**config.mk**
```make
export PLATFORM = sky130hd
export DESIGN_NAME = sum_frame_accumulator
export DESIGN_NICKNAME = d
export VERILOG_FILES = /design/src/rtl/sum_acc_pkg.sv /design/src/rtl/sum_acc_minmax.sv /design/src/rtl/sum_frame_accumulator.sv
export SDC_FILE = /design/constraint.sdc
export NUM_CORES = 1
export LEC_CHECK = 0
export CAP_MARGIN = 15
export CORE_MARGIN = 2
export CORE_UTILIZATION = 49
export CTS_CLUSTER_SIZE = 24
export DETAILED_ROUTE_END_ITERATION = 8
export PLACE_DENSITY = 0.89
export SLEW_MARGIN = 20
export SYNTH_ARGS = -nofsm -noshare
export SYNTH_HDL_FRONTEND = slang
export SYNTH_SLANG_ARGS = --single-unit
```
**constraint.sdc**
```tcl
create_clock -name clk -period 2.7 [get_ports clk]
set_clock_uncertainty 0.05 [all_clocks]
set_input_delay 0.27 -clock clk [delete_from_list [all_inputs] [get_ports clk]]
set_output_delay 0.27 -clock clk [all_outputs]
set_load 0.01 [all_outputs]
```
**src/rtl/sum_acc_pkg.sv**
```systemverilog
// Shared types, defaults and width helper for the sum frame accumulator.
// Optional min/max tracking is enabled by defining SUM_ACC_MINMAX_EN.
package sum_acc_pkg;

  localparam int DEF_IN_W      = 5;
  localparam int DEF_FRAME_LEN = 4;

  typedef enum logic {
    ST_ACCUM = 1'b0,
    ST_HOLD  = 1'b1
  } state_t;

  function automatic int clog2(input int value);
    int r;
    r = 0;
    while ((1 << r) < value) r = r + 1;
    return r;
  endfunction

endpackage

```
**src/rtl/sum_acc_minmax.sv**
```systemverilog
// Running min/max tracker; the first beat of a frame (first=1) reloads both.
// Only instantiated when SUM_ACC_MINMAX_EN is defined.
module sum_acc_minmax
  import sum_acc_pkg::*;
#(
  parameter int IN_W = DEF_IN_W
) (
  input  logic            clk,
  input  logic            rst,
  input  logic            accept,
  input  logic            first,
  input  logic [IN_W-1:0] data,
  output logic [IN_W-1:0] next_min,
  output logic [IN_W-1:0] next_max
);

  logic [IN_W-1:0] run_min;
  logic [IN_W-1:0] run_max;

  // next_* already folds in the current beat, so the top can register it at close.
  always_comb begin
    next_min = run_min;
    next_max = run_max;
    if (accept) begin
      if (first) begin
        next_min = data;
        next_max = data;
      end else begin
        next_min = (data < run_min) ? data : run_min;
        next_max = (data > run_max) ? data : run_max;
      end
    end
  end

  always_ff @(posedge clk) begin
    if (rst) begin
      run_min <= '0;
      run_max <= '0;
    end else begin
      run_min <= next_min;
      run_max <= next_max;
    end
  end

endmodule

```
**src/rtl/sum_frame_accumulator.sv**
```systemverilog
// Accumulates FRAME_LEN samples into a total/mean held on a valid/ready port.
// Define SUM_ACC_MINMAX_EN to add out_min/out_max frame tracking.
module sum_frame_accumulator
  import sum_acc_pkg::*;
#(
  parameter  int IN_W      = DEF_IN_W,
  parameter  int FRAME_LEN = DEF_FRAME_LEN,
  localparam int LOG2_LEN  = clog2(FRAME_LEN),
  localparam int ACC_W     = IN_W + LOG2_LEN,
  localparam int CNT_W     = LOG2_LEN + 1
) (
  input  logic             clk,
  input  logic             rst,
  input  logic             in_valid,
  input  logic [IN_W-1:0]  in_data,
  output logic             in_ready,
  input  logic             flush,
  output logic             out_valid,
  input  logic             out_ready,
  output logic [ACC_W-1:0] out_total,
  output logic [IN_W-1:0]  out_mean,
  output logic [CNT_W-1:0] out_count,
  output logic             out_partial
`ifdef SUM_ACC_MINMAX_EN
  ,
  output logic [IN_W-1:0]  out_min,
  output logic [IN_W-1:0]  out_max
`endif
);

  // Handshakes: a transfer happens on a rising edge where valid && ready;
  // valid never depends on ready, and out_* stay stable while out_valid && !out_ready.

  state_t           state;
  state_t           state_next;
  logic [ACC_W-1:0] acc;
  logic [CNT_W-1:0] cnt;
  logic             accept;
  logic             close;
  logic [ACC_W-1:0] sum_next;
  logic [CNT_W-1:0] cnt_next;

  assign in_ready  = (state == ST_ACCUM);
  assign out_valid = (state == ST_HOLD);
  assign accept    = in_valid && in_ready;
  assign sum_next  = acc + (accept ? ACC_W'(in_data) : '0);
  assign cnt_next  = cnt + CNT_W'(accept);
  // Full close wins over flush; flush needs something in the frame to close.
  assign close     = in_ready && ((accept && (cnt == CNT_W'(FRAME_LEN - 1)))
                                  || (flush && ((cnt != '0) || accept)));

  always_ff @(posedge clk) begin
    if (rst) state <= ST_ACCUM;
    else     state <= state_next;
  end

  always_comb begin
    state_next = state;
    case (state)
      ST_ACCUM: if (close)     state_next = ST_HOLD;
      ST_HOLD:  if (out_ready) state_next = ST_ACCUM;
      default:                 state_next = ST_ACCUM;
    endcase
  end

`ifdef SUM_ACC_MINMAX_EN
  logic [IN_W-1:0] mm_next_min;
  logic [IN_W-1:0] mm_next_max;

  sum_acc_minmax #(.IN_W(IN_W)) u_minmax (
    .clk      (clk),
    .rst      (rst),
    .accept   (accept),
    .first    (cnt == '0),
    .data     (in_data),
    .next_min (mm_next_min),
    .next_max (mm_next_max)
  );

  always_ff @(posedge clk) begin
    if (rst) begin
      out_min <= '0;
      out_max <= '0;
    end else if (close) begin
      out_min <= mm_next_min;
      out_max <= mm_next_max;
    end
  end
`endif

  always_ff @(posedge clk) begin
    if (rst) begin
      acc         <= '0;
      cnt         <= '0;
      out_total   <= '0;
      out_mean    <= '0;
      out_count   <= '0;
      out_partial <= 1'b0;
    end else if (state == ST_HOLD) begin
      if (out_ready) begin
        acc <= '0;
        cnt <= '0;
      end
    end else begin
      if (accept) begin
        acc <= sum_next;
        cnt <= cnt_next;
      end
      if (close) begin
        out_total   <= sum_next;
        out_mean    <= sum_next[ACC_W-1:LOG2_LEN];
        out_count   <= cnt_next;
        out_partial <= (cnt_next != CNT_W'(FRAME_LEN));
      end
    end
  end

endmodule
```
Word level (Yosys, flattened, before mapping). Cells that the tools add are included.

Word-level logic and storage cells: 33. Bits in latches: 0. Bits in read-only memories: 0. Memories kept: 0. Bits in writable memories: 0. Bits in registers: 27. Output and inout port bits: 18.

Reductions and logical operators: 10. Equality and inequality tests: 3. Multiplexer cells: 10. $mul: 0. Add/sub/neg operators: 2. Bitwise logic cells: 1. Divide/modulo/power cells: 0. Magnitude comparators: 0. Shift-type cells: 0.

Operators by type and width (number): $mux W7 (3); $mux W3 (3); $add A7 B5 Y7 (1); $mux W5 (1); $logic_and A1 B1 Y1 (4); $reduce_and A2 Y1 (2); $add A3 B1 Y3 (1); $eq A3 B2 Y1 const B (1); $ne A3 B3 Y1 const B (1); $reduce_bool A3 Y1 (1); $logic_or A1 B1 Y1 (2); $mux W1 (2); $ne A2 B2 Y1 const B (1); $pmux W1 S2 (1); $reduce_bool A2 Y1 (1); $not A1 Y1 (1).

Logic depth before layout (Yosys ltp).
Depth in word-level cells: 8. Gate-level depth with buffers: 10. Gate-level depth less buffers: 9.

Worst setup path before layout. OpenSTA, ideal clock, no wires.

Path type: register to register. Start point: register state (netlist: out_valid). End point: register out_total[6]. Period minus slack after synthesis: 2518 ps. Data arrival time: 2334 ps. Stages on the path, launching flop included: 11. Path slack: 182 ps. Library setup time: 134 ps. Required time: 2516 ps. Cells stage by stage: dfxtp_1 nand2b_1 inv_1 clkbuf_1 and2_1 ha_1 fa_1 a21oi_1 o211ai_1 xnor2_1 a211oi_2.

Longest elaborated chain between the ends: 7. Elaborated cells on any way between the ends: 10. Those cells by class: 1 x add/sub; 1 x mux; 1 x bitwise; 7 x reduce/logical.

RTL lines: from (decl) (RTL line sum_frame_accumulator.sv:34) `state_t state;`; from (signal assigned) (RTL line sum_frame_accumulator.sv:54) `else state <= state_next;`; $not A1 Y1 *; parallel branches: the longest is 6 deep, another holds $add A7 B5 Y7; to (signal assigned) (RTL line sum_frame_accumulator.sv:110) `out_total <= sum_next;`; to (decl) (RTL line sum_frame_accumulator.sv:20) `output logic [ACC_W-1:0] out_total,`.

Mark *: on every way between the ends. A chain may end at the register's enable or synchronous reset.

Final worst setup path.
Start point: register state (netlist: out_valid). End point: register acc[6].

Longest elaborated chain between the ends: 6. Elaborated cells on any way between the ends: 9. Those cells by class: 1 x add/sub; 1 x eq/ne; 3 x mux; 1 x bitwise; 3 x reduce/logical.

RTL lines: $not A1 Y1; $logic_and A1 B1 Y1 (RTL line sum_frame_accumulator.sv:45) `assign accept = in_valid && in_ready;`; $mux W5 (RTL line sum_frame_accumulator.sv:46) `assign sum_next = acc + (accept ? ACC_W'(in_data) : '0);`; $add A7 B5 Y7 (RTL line sum_frame_accumulator.sv:46); $mux W7 (RTL line sum_frame_accumulator.sv:105) `if (accept) begin`; $mux W7 (RTL line sum_frame_accumulator.sv:99) `end else if (state == ST_HOLD) begin`; to (signal assigned) (RTL line sum_frame_accumulator.sv:106) `acc <= sum_next;`; to (decl) (RTL line sum_frame_accumulator.sv:36) `logic [ACC_W-1:0] acc;`.

Several ways; a longest one is shown, not always the timed one. The select of a mux whose other input is x is not followed.

==> reports/results.ini <==
[status]
outcome=finished clean

[global_route]
antenna_found_initial=0
grt-ovfl-total=0
grt_pass1_vias=961
grt_pass1_wl_mm=4.243
grt_max_degree=27
grt_usage_pct=20.44

[clocking]
clk_latency_ps=300
cts_resized=0
htree_levels=1
postCtsSetupRepairBufs=0
cts-root-buf=clkbuf_4
cts_made_buffers=3
cts.sink_count=22
ctsHoldBuffers=0
clk_pin_slew_ps=110
cts_buffer_depth=2
cts_tree=done

[floorplanning]
coreArea_mm2=0.002255
fp.dieH_um=53.46
rows=17
floorplan.initialDensity_pct=53.16
die_area_mm2=0.002858
ioPinCount=28
die_x_um=53.46

[cells_and_area]
area_growth_pct=26.10
stdcell_count=183
multi_input_area_um2=671.9
layout-drive-gt1-share_pct=8.387
seqCellArea_um2=440.4
diodes=0
final_nets=175
fill_cells=195

[worst_setup_path]
worstSetupEndpointType=flop
timing.rr.start=out_valid
slowest_delay_ps=500
reg2reg_slack_ps=270
reg2regPathDepth=9
r2r_end=acc[6]
arrival_ps=2580
start_kind=flop
worstSetupPathType=reg -> reg
crit_start=out_valid
cpMaxStageDelayCell=dfxtp_1
worst_ep_required_time_ps=2860
critical-path-top-delay-family=adder cells
path_cells=nand2b_1 -> inv_1 -> and2_1 -> ha_1 -> fa_1 -> a21oi_1 -> o211ai_1 -> xnor2_1 -> o31ai_1
crit_buf_inv=1
crit_fanout=7

[synth]
ys_seq_area_share_pct=36.74
yosysWarnings=0
synth-xor-area-share_pct=2.923
yosys.cell_types.count=37
synthTopCellsByCount=dfxtp_1 (22), nor2_1 (16), ha_1 (7), inv_1 (7)
syn_inst=128
synth_compound_area_share_pct=21.50
synth_top_area_share_pct=36.74
yosys-top-cells-area=dfxtp_1 (37%), ha_1 (7.3%), nor2_1 (5.0%)
syn_nets=146
post_synth_fa_ha_maj_area_fraction_pct=8.977
synth-edff-count=0
avgSynthCellArea_um2=9.364
ys_seq_elements=22
synthArstFlopShare_pct=0
yosysTopAreaCell=dfxtp_1
synth.most_common_cell=dfxtp_1
syn_area_mm2=0.001199
synth_top_family_by_area=compound AO/OA/AOI/OAI gates
synth_ff_type=dfxtp_1
synth_mux_area_share_pct=3.340
synth-simple-area-share_pct=19.31

[job]
drv_cap=0

[route]
drt_iter0_markers=14
drc=0
viasPerCell=5.437
vias=995
post_drt_wl_per_cell_um=13.45
drtAntennaViolNets=0
drt-pass1-iter-count=4
drt_wl_total_mm=2.461

[power_and_ir_drop]
pwr-share-comb_pct=25.7
p_leak_nw=0.5975
p_sw_mw=0.1894
ir_worst_vdd_v=0.0004207
power.share.clock_pct=21.2
powerDensity_mw_per_mm2=446.0
power_frac_seq_pct=53.1
switching_share_pct=28.10
internal_power_mw=0.4847

[sta]
maxSlewHeadroom_pct=41.79
rsz0062_at_grt=no
layout_setup_ws_ps=274.1
tightest_slew_ps=870.4
finalSetupViolations=0
fin_crit_sh_pct=89.85
setup_tns_ps=0
drv_slew=0
period_needed_ps=2426
hold_viol=0
max_freq_mhz=412.2

[place]
port_buffers=27
gp_congestion=0.8806
dp_hpwl_mm=1.916
place_inst=180
post-place-ws_ps=104.3

[hold_path]
min_from=out_total[3]
min_delay_worst_endpoint=out_total[3]
hold_class=reg -> reg
hold_depth=2

## how the worst max path moves through the flow
stage,cells past startpoint,endpoint
global placement,10,out_total[6]
detailed placement,10,acc[6]
finish,9,acc[6]
CTS,9,acc[6]
global route,9,acc[6]
floorplan,10,out_total[6]
## power by group through the flow
stage | Sequential, mW | Combinational (mW) | Clock, mW
5_1_grt | 0.360 | 0.192 | 0.163
2_1_floorplan | 0.367 | 0.103 | 0
3_3_place_gp | 0.364 | 0.169 | 0
3_5_place_dp | 0.365 | 0.173 | 0
4_1_cts | 0.358 | 0.174 | 0.151
6_report | 0.358 | 0.173 | 0.143
## tightest hold or removal path, cell delays in order, from the launching register on
cell	delay, ps
dfxtp_1	340
nand2b_1	70
a21oi_1	60
## cells in the final DEF (no fill, tap or decap), drive strengths merged, types with 2 or more instances in the layout
cell / instances
dfxtp: 22
inv: 7
nand2b: 6
nand3: 3
buf: 6
and2: 5
a22oi: 4
clkbuf: 3
nand2: 5
o22ai: 2
a311oi: 2
ha: 7
a211o: 2
mux2i: 4
a211oi: 4
o31ai: 3
nor2: 16
xnor2: 4
clkdlybuf4s50: 27
nand3b: 3
a21oi: 6
## sequential cells by signal (all words and copies together) (netlist names)
signal       flops
out_valid        1
out_total        7
out_count        3
out_partial      1
cnt              3
acc              7
## layer usage
layer	vias to the layer above	wire length (µm)	track usage, %
met2	19	1218	33.74
met3	5	94	2.260
met4	0	53	10.68
li1	517	-	-
met5	-	0	0
met1	454	1095	25.82
## final cells by class
type                    count  area share [%]
repair buffers             33           20.86
well taps                  28           2.318
inverters                   7           1.738
flip-flops and latches     22           29.14
multi-input cells          90           44.45
clock buffers               3           1.490
## stage by stage
stage               power (mW)  area (µm²)  utilization, %  hold slack, ps
global route            0.7145        1511           67.04           488.0
floorplan               0.4701        1199               -           404.3
detailed placement      0.5375        1489           66.04           434.5
global placement        0.5328        1489           66.04           422.9
finish                  0.6741        1511           67.04           447.2
CTS                     0.6831        1511           67.04           458.2
## cell families after synthesis
kind of cell,count (synthesis)
buffers and inverters,16
and+or+nand+nor,43
xor gates and xnor gates,4
muxes,4
AOI/OAI and AO/OA,31
DFF,22
adders and majority gates,8
No activity file was read; power rests on OpenSTA's default activity.
